--- src/rtl/wb_pkg.sv ---
// Shared types and helpers for the stream-to-Wishbone writer.
// State encoding and address alignment helper.
package wb_pkg;

   typedef enum logic [2:0] {
      IDLE      = 3'd0,
      LOAD      = 3'd1,
      WAIT_DATA = 3'd2,
      WB_WRITE  = 3'd3,
      DONE      = 3'd4
   } state_t;

   function automatic int adr_lsb(input int sel_w);
      return (sel_w <= 1) ? 0 : $clog2(sel_w);
   endfunction

endpackage

--- src/rtl/wb_stream_to_mem.sv ---
// Wishbone master draining a valid/ready stream into consecutive
// memory words; single classic writes, one word in flight.
module wb_stream_to_mem
   import wb_pkg::*;
#(
   parameter int DATA_WIDTH   = 32,
   parameter int ADDR_WIDTH   = 16,
   parameter int SELECT_WIDTH = DATA_WIDTH / 8,
   parameter int LEN_WIDTH    = 16
) (
   input  logic                    clk,
   input  logic                    rst_n,
   input  logic [ADDR_WIDTH-1:0]   cfg_base_adr,
   input  logic [LEN_WIDTH-1:0]    cfg_len,
   input  logic                    start,
   output logic                    busy,
   output logic                    done,
   output logic                    err,
   output logic [LEN_WIDTH-1:0]    words_written,
   input  logic [DATA_WIDTH-1:0]   s_tdata,
   input  logic                    s_tvalid,
   output logic                    s_tready,
   input  logic                    s_tlast,
   output logic [ADDR_WIDTH-1:0]   m_adr_o,
   output logic [DATA_WIDTH-1:0]   m_dat_o,
   output logic                    m_we_o,
   output logic [SELECT_WIDTH-1:0] m_sel_o,
   output logic                    m_stb_o,
   output logic                    m_cyc_o,
   input  logic                    m_ack_i,
   input  logic                    m_err_i
);

   localparam int LSB = adr_lsb(SELECT_WIDTH);
   localparam logic [SELECT_WIDTH-1:0] SEL_ALL = '1;
   localparam logic [ADDR_WIDTH-1:0] ADR_STEP = ADDR_WIDTH'(SELECT_WIDTH);
   localparam logic [ADDR_WIDTH-1:0] ADR_MASK = ~(ADDR_WIDTH'((1 << LSB) - 1));

   state_t                  state_q, state_d;
   logic [ADDR_WIDTH-1:0]   adr_q, adr_d;
   logic [DATA_WIDTH-1:0]   dat_q, dat_d;
   logic [LEN_WIDTH-1:0]    rem_q, rem_d;
   logic [LEN_WIDTH-1:0]    ww_q, ww_d;
   logic [SELECT_WIDTH-1:0] sel_q, sel_d;
   logic                    cyc_q, cyc_d;
   logic                    we_q, we_d;
   logic                    last_q, last_d;
   logic                    busy_q, busy_d;
   logic                    done_q, done_d;
   logic                    err_q, err_d;
   logic                    rdy_q, rdy_d;

   always_ff @(posedge clk or negedge rst_n) begin
      if (!rst_n) begin
         state_q <= IDLE;
         adr_q   <= '0;
         dat_q   <= '0;
         rem_q   <= '0;
         ww_q    <= '0;
         sel_q   <= '0;
         cyc_q   <= 1'b0;
         we_q    <= 1'b0;
         last_q  <= 1'b0;
         busy_q  <= 1'b0;
         done_q  <= 1'b0;
         err_q   <= 1'b0;
         rdy_q   <= 1'b0;
      end else begin
         state_q <= state_d;
         adr_q   <= adr_d;
         dat_q   <= dat_d;
         rem_q   <= rem_d;
         ww_q    <= ww_d;
         sel_q   <= sel_d;
         cyc_q   <= cyc_d;
         we_q    <= we_d;
         last_q  <= last_d;
         busy_q  <= busy_d;
         done_q  <= done_d;
         err_q   <= err_d;
         rdy_q   <= rdy_d;
      end
   end

   always_comb begin
      state_d = state_q;
      adr_d   = adr_q;
      dat_d   = dat_q;
      rem_d   = rem_q;
      ww_d    = ww_q;
      sel_d   = sel_q;
      cyc_d   = cyc_q;
      we_d    = we_q;
      last_d  = last_q;
      busy_d  = busy_q;
      done_d  = 1'b0;
      err_d   = err_q;
      rdy_d   = rdy_q;
      unique case (state_q)
         IDLE: begin
            if (start) begin
               adr_d   = cfg_base_adr & ADR_MASK;
               rem_d   = cfg_len;
               ww_d    = '0;
               err_d   = 1'b0;
               busy_d  = 1'b1;
               state_d = LOAD;
            end
         end
         LOAD: begin
            if (rem_q == '0) begin
               busy_d  = 1'b0;
               done_d  = 1'b1;
               state_d = DONE;
            end else begin
               rdy_d   = 1'b1;
               state_d = WAIT_DATA;
            end
         end
         WAIT_DATA: begin
            if (s_tvalid && rdy_q) begin
               dat_d   = s_tdata;
               last_d  = s_tlast;
               cyc_d   = 1'b1;
               we_d    = 1'b1;
               sel_d   = SEL_ALL;
               rdy_d   = 1'b0;
               state_d = WB_WRITE;
            end
         end
         WB_WRITE: begin
            // err wins over a simultaneous ack; the word is not counted
            if (m_err_i) begin
               cyc_d   = 1'b0;
               we_d    = 1'b0;
               sel_d   = '0;
               err_d   = 1'b1;
               busy_d  = 1'b0;
               done_d  = 1'b1;
               state_d = DONE;
            end else if (m_ack_i) begin
               cyc_d = 1'b0;
               we_d  = 1'b0;
               sel_d = '0;
               ww_d  = ww_q + 1'b1;
               adr_d = adr_q + ADR_STEP;
               rem_d = rem_q - 1'b1;
               if (rem_q == LEN_WIDTH'(1) || last_q) begin
                  busy_d  = 1'b0;
                  done_d  = 1'b1;
                  state_d = DONE;
               end else begin
                  rdy_d   = 1'b1;
                  state_d = WAIT_DATA;
               end
            end
         end
         DONE: begin
            state_d = IDLE;
         end
         default: begin
            state_d = IDLE;
         end
      endcase
   end

   assign busy          = busy_q;
   assign done          = done_q;
   assign err           = err_q;
   assign words_written = ww_q;
   assign s_tready      = rdy_q;
   assign m_adr_o       = adr_q;
   assign m_dat_o       = dat_q;
   assign m_we_o        = we_q;
   assign m_sel_o       = sel_q;
   assign m_stb_o       = cyc_q;
   assign m_cyc_o       = cyc_q;

endmodule

--- config.mk ---
export PLATFORM = sky130hd
export DESIGN_NAME = wb_stream_to_mem
export DESIGN_NICKNAME = d
export VERILOG_FILES = /design/src/rtl/wb_pkg.sv /design/src/rtl/wb_stream_to_mem.sv
export SDC_FILE = /design/constraint.sdc
export NUM_CORES = 1
export LEC_CHECK = 0
export BUFFER_PORTS_ARGS = -buffer_cell sky130_fd_sc_hd__buf_2
export CAP_MARGIN = 20
export CORE_MARGIN = 1.5
export CORE_UTILIZATION = 53
export DETAILED_ROUTE_END_ITERATION = 12
export GPL_TIMING_DRIVEN = 0
export HOLD_SLACK_MARGIN = 0.06
export PLACE_DENSITY = 0.86
export SYNTH_ARGS = -nofsm -noshare
export SYNTH_HDL_FRONTEND = slang
export SYNTH_SLANG_ARGS = --single-unit
--- constraint.sdc ---
create_clock -name clk -period 3.7 [get_ports clk]
set_input_delay 0.555 -clock clk [delete_from_list [all_inputs] [get_ports clk]]
set_output_delay 0.555 -clock clk [all_outputs]
set_load 0.01 [all_outputs]
==> metrics.txt <==
# DRC=0; Via Count=3892; library cells used by synthesis=56; skew final=9.75 ps; total wire length=10900 µm; startpoint types=flip-flop; Final #Nets=655; Req. time, crit path=3950 ps; Pwr Density=760 nW/µm²; share of the synthesized area in the top cell type=0.507; Seq/Total Area, Yosys=0.507; DIE AREA=8660 µm²; GP Congestion=0.867; crit end category=flip-flop; CTS tree=yes; critical-path cell list=inv_1 > ha_1 > or4b_2 > nor2_1 > a21oi_1 > o21ai_0 > o211ai_1; first-pass GRT wire length=17600 µm; status=finished, final reports clean; CTS sink cnt=87; CTS Root Cell=clkbuf_8; Synth area leader=dfrtp_1; normalized max-slew margin=0.593; prevailing post-synth register cell=dfrtp_1; Filler cells=605; largest net degree at the start of global routing=47; Max IR drop VDD=0.463 mV; iteration-0 DRC count of the detailed router=264; Cell Area, Synth=4300 µm²; Async S/R FF share, synth=1.00; CP top delay family=simple AND/OR/NAND/NOR gates; Max stage delay on crit path=680 ps; Clock Path Buffers=2; total grt overflow=0; max cap viols=0; CTS clk-pin slew, worst paths=100 ps; RSZ-0062 raised after global routing=false; cts repair resizes=0; Starting Density=0.550; per-cell routed wire length=15.9 µm; HP Class=input pin to asynchronous set/reset pin; crit-path max FO=6; Tightest Pin Transition=605 ps; final worst path period need=2330 ps; Core Region=7810 µm²; share of cells above drive strength 1=0.365; final hold violation count=0; Leakage=2.47 nW; Setup Fix Bufs, Post-CTS=0; dpl hpwl=8080 µm; Util after Layout=0.686; Inserted Diodes=0; Core Rows=32; final number of setup-violating endpoints=0; Die Span X=93.1 µm; Vias/cell=5.67; initial antenna violation count=0; Bufs and invs on worst path=1; H-tree depth=3; critical path data arrival time=2580 ps; worst skew pair latency=360 ps; Boundary Pins=146; Crit-path slowest cell=or4b_2; Fmax achieved=428 MHz; final cycle utilization of the critical path=0.631; Max Slew Vio Count=0; commonest non-fill, non-tap cell in the layout=buf_2; antenna-violating nets left=0; Yosys Warn Count=0; most frequent cells in the layout=144 x buf_2, 87 x dfrtp_1, 39 x nand2_1, 38 x nor2_1, 35 x a21oi_1; Pwr Total=0.00407 W; vias in the first global route=3722; router iterations before antenna repair=5; total track usage=0.261; post-synthesis register bit count=87; EDFF count, synth=0; setup TNS=0 ps; Die Y=93.1 µm; kind of critical path=flip-flop to flip-flop; Port Buffers=141; Num CTS Buffers=9; CTS Hold Bufs=0; synthesized instance count=425; area grow syn2layout=24.7%; dominant cells by area after synthesis=dfrtp_1 51%, mux2_2 8.6%, a21oi_1 4.1%; Avg Synthesized Cell Area=10.1 µm²
==> registers in the layout, summed over array words and instances, names as in the netlist <==
signal / count
busy: 1
done: 1
s_tready: 1
m_dat_o: 32
state_q: 3
m_sel_o: 1
last_q: 1
m_adr_o: 14
words_written: 16
rem_q: 16
err: 1
==> metrics by stage <==
stage | instances | setup slack [ps] | hold slack, ps | area, µm²
3_3_place_gp | 669 | 1340 | 476 | 5130
4_1_cts | 686 | 1380 | 198 | 5360
5_1_grt | 686 | 1240 | 220 | 5360
2_1_floorplan | 426 | 1670 | 259 | 4300
3_5_place_dp | 670 | 1400 | 480 | 5160
6_report | 686 | 1370 | 187 | 5360
==> cell usage after synthesis, types with 2 or more instances <==
master and instances:
a21o_1 2, a21oi_1 35, a22oi_1 2, a2bb2oi_1 6, a31oi_1 2, a32oi_1 2
a41oi_1 2, and3_1 3, and4_1 4, buf_2 4, buf_4 8, clkbuf_1 16
dfrtp_1 87, ha_1 5, inv_1 10, mux2_2 33, nand2_1 39, nand3_1 14
nand3b_1 2, nand4_1 6, nor2_1 38, nor2b_1 2, nor3_1 13, nor3b_1 2
o211ai_1 4, o21ai_0 27, o22ai_1 10, o311ai_0 2, o32ai_1 2, or3_1 5
or4_1 2, xnor2_1 9, xor2_1 4
==> worst reg2reg max path: cells and delay by family (launching register included) <==
kind	cells	cell delay [ps]
AND/OR/NAND/NOR	2	1040
AO/OA/AOI/OAI	3	410
flip-flops	1	410
adder cells (fa/ha/maj)	1	230
buffers and inverters	1	140
==> power by group <==
group	internal, W	switching (W)
Combinational	0.000798	0.000937
Clock	0.000266	0.000392
Sequential	0.00134	0.000335
==> cells by family (layout without fill, tap and decap cells) <==
family	after synthesis	in the layout	synth area share
and+or+nand+nor	139	139	0.160
AOI/OAI and AO/OA	108	108	0.161
DFF	87	87	0.507
buffers and inverters	39	197	0.0440
muxes	33	33	0.0865
xor gates and xnor gates	13	13	0.0265
adders and majority gates	5	5	0.0146
other	1	2	0.000873
==> layout make-up <==
| class | count | area (µm²) | share of cell area |
|---|---|---|---|
| repair buffers | 142 | 736 | 0.137 |
| clock buffers | 9 | 124 | 0.0231 |
| plain buffers | 29 | 151 | 0.0283 |
| flip-flops and latches | 87 | 2180 | 0.406 |
| well taps | 102 | 128 | 0.0238 |
| multi-input cells | 300 | 1940 | 0.361 |
| inverters | 10 | 37.5 | 0.00700 |
| clock inverters | 7 | 70.1 | 0.0131 |
==> final timing paths <==
path,startpoint,depth (start not counted),slack (ps),to
max,rem_q[0]$_DFFE_PN0N_,7,1370,rem_q[10]$_DFFE_PN0N_
min,rst_n,1,190,rem_q[6]$_DFFE_PN0N_
max reg2reg,rem_q[0]$_DFFE_PN0N_,7,1370,rem_q[10]$_DFFE_PN0N_
min reg2reg,busy$_DFFE_PN0P_,2,510,busy$_DFFE_PN0P_
max in group asynchronous,rst_n,2,2910,words_written[8]$_DFFE_PN0N_
min in group clk,cfg_len[8],3,410,rem_q[8]$_DFFE_PN0N_
==> per-layer routing <==
metal  vias up  track usage  share of wire
li1       1841            -              -
met1      1851        0.339           0.40
met2       174        0.419           0.49
met3        26       0.0675          0.081
met4         0        0.102          0.024
met5         -            0              0
Note: power is estimated with default switching activity, not from simulation.
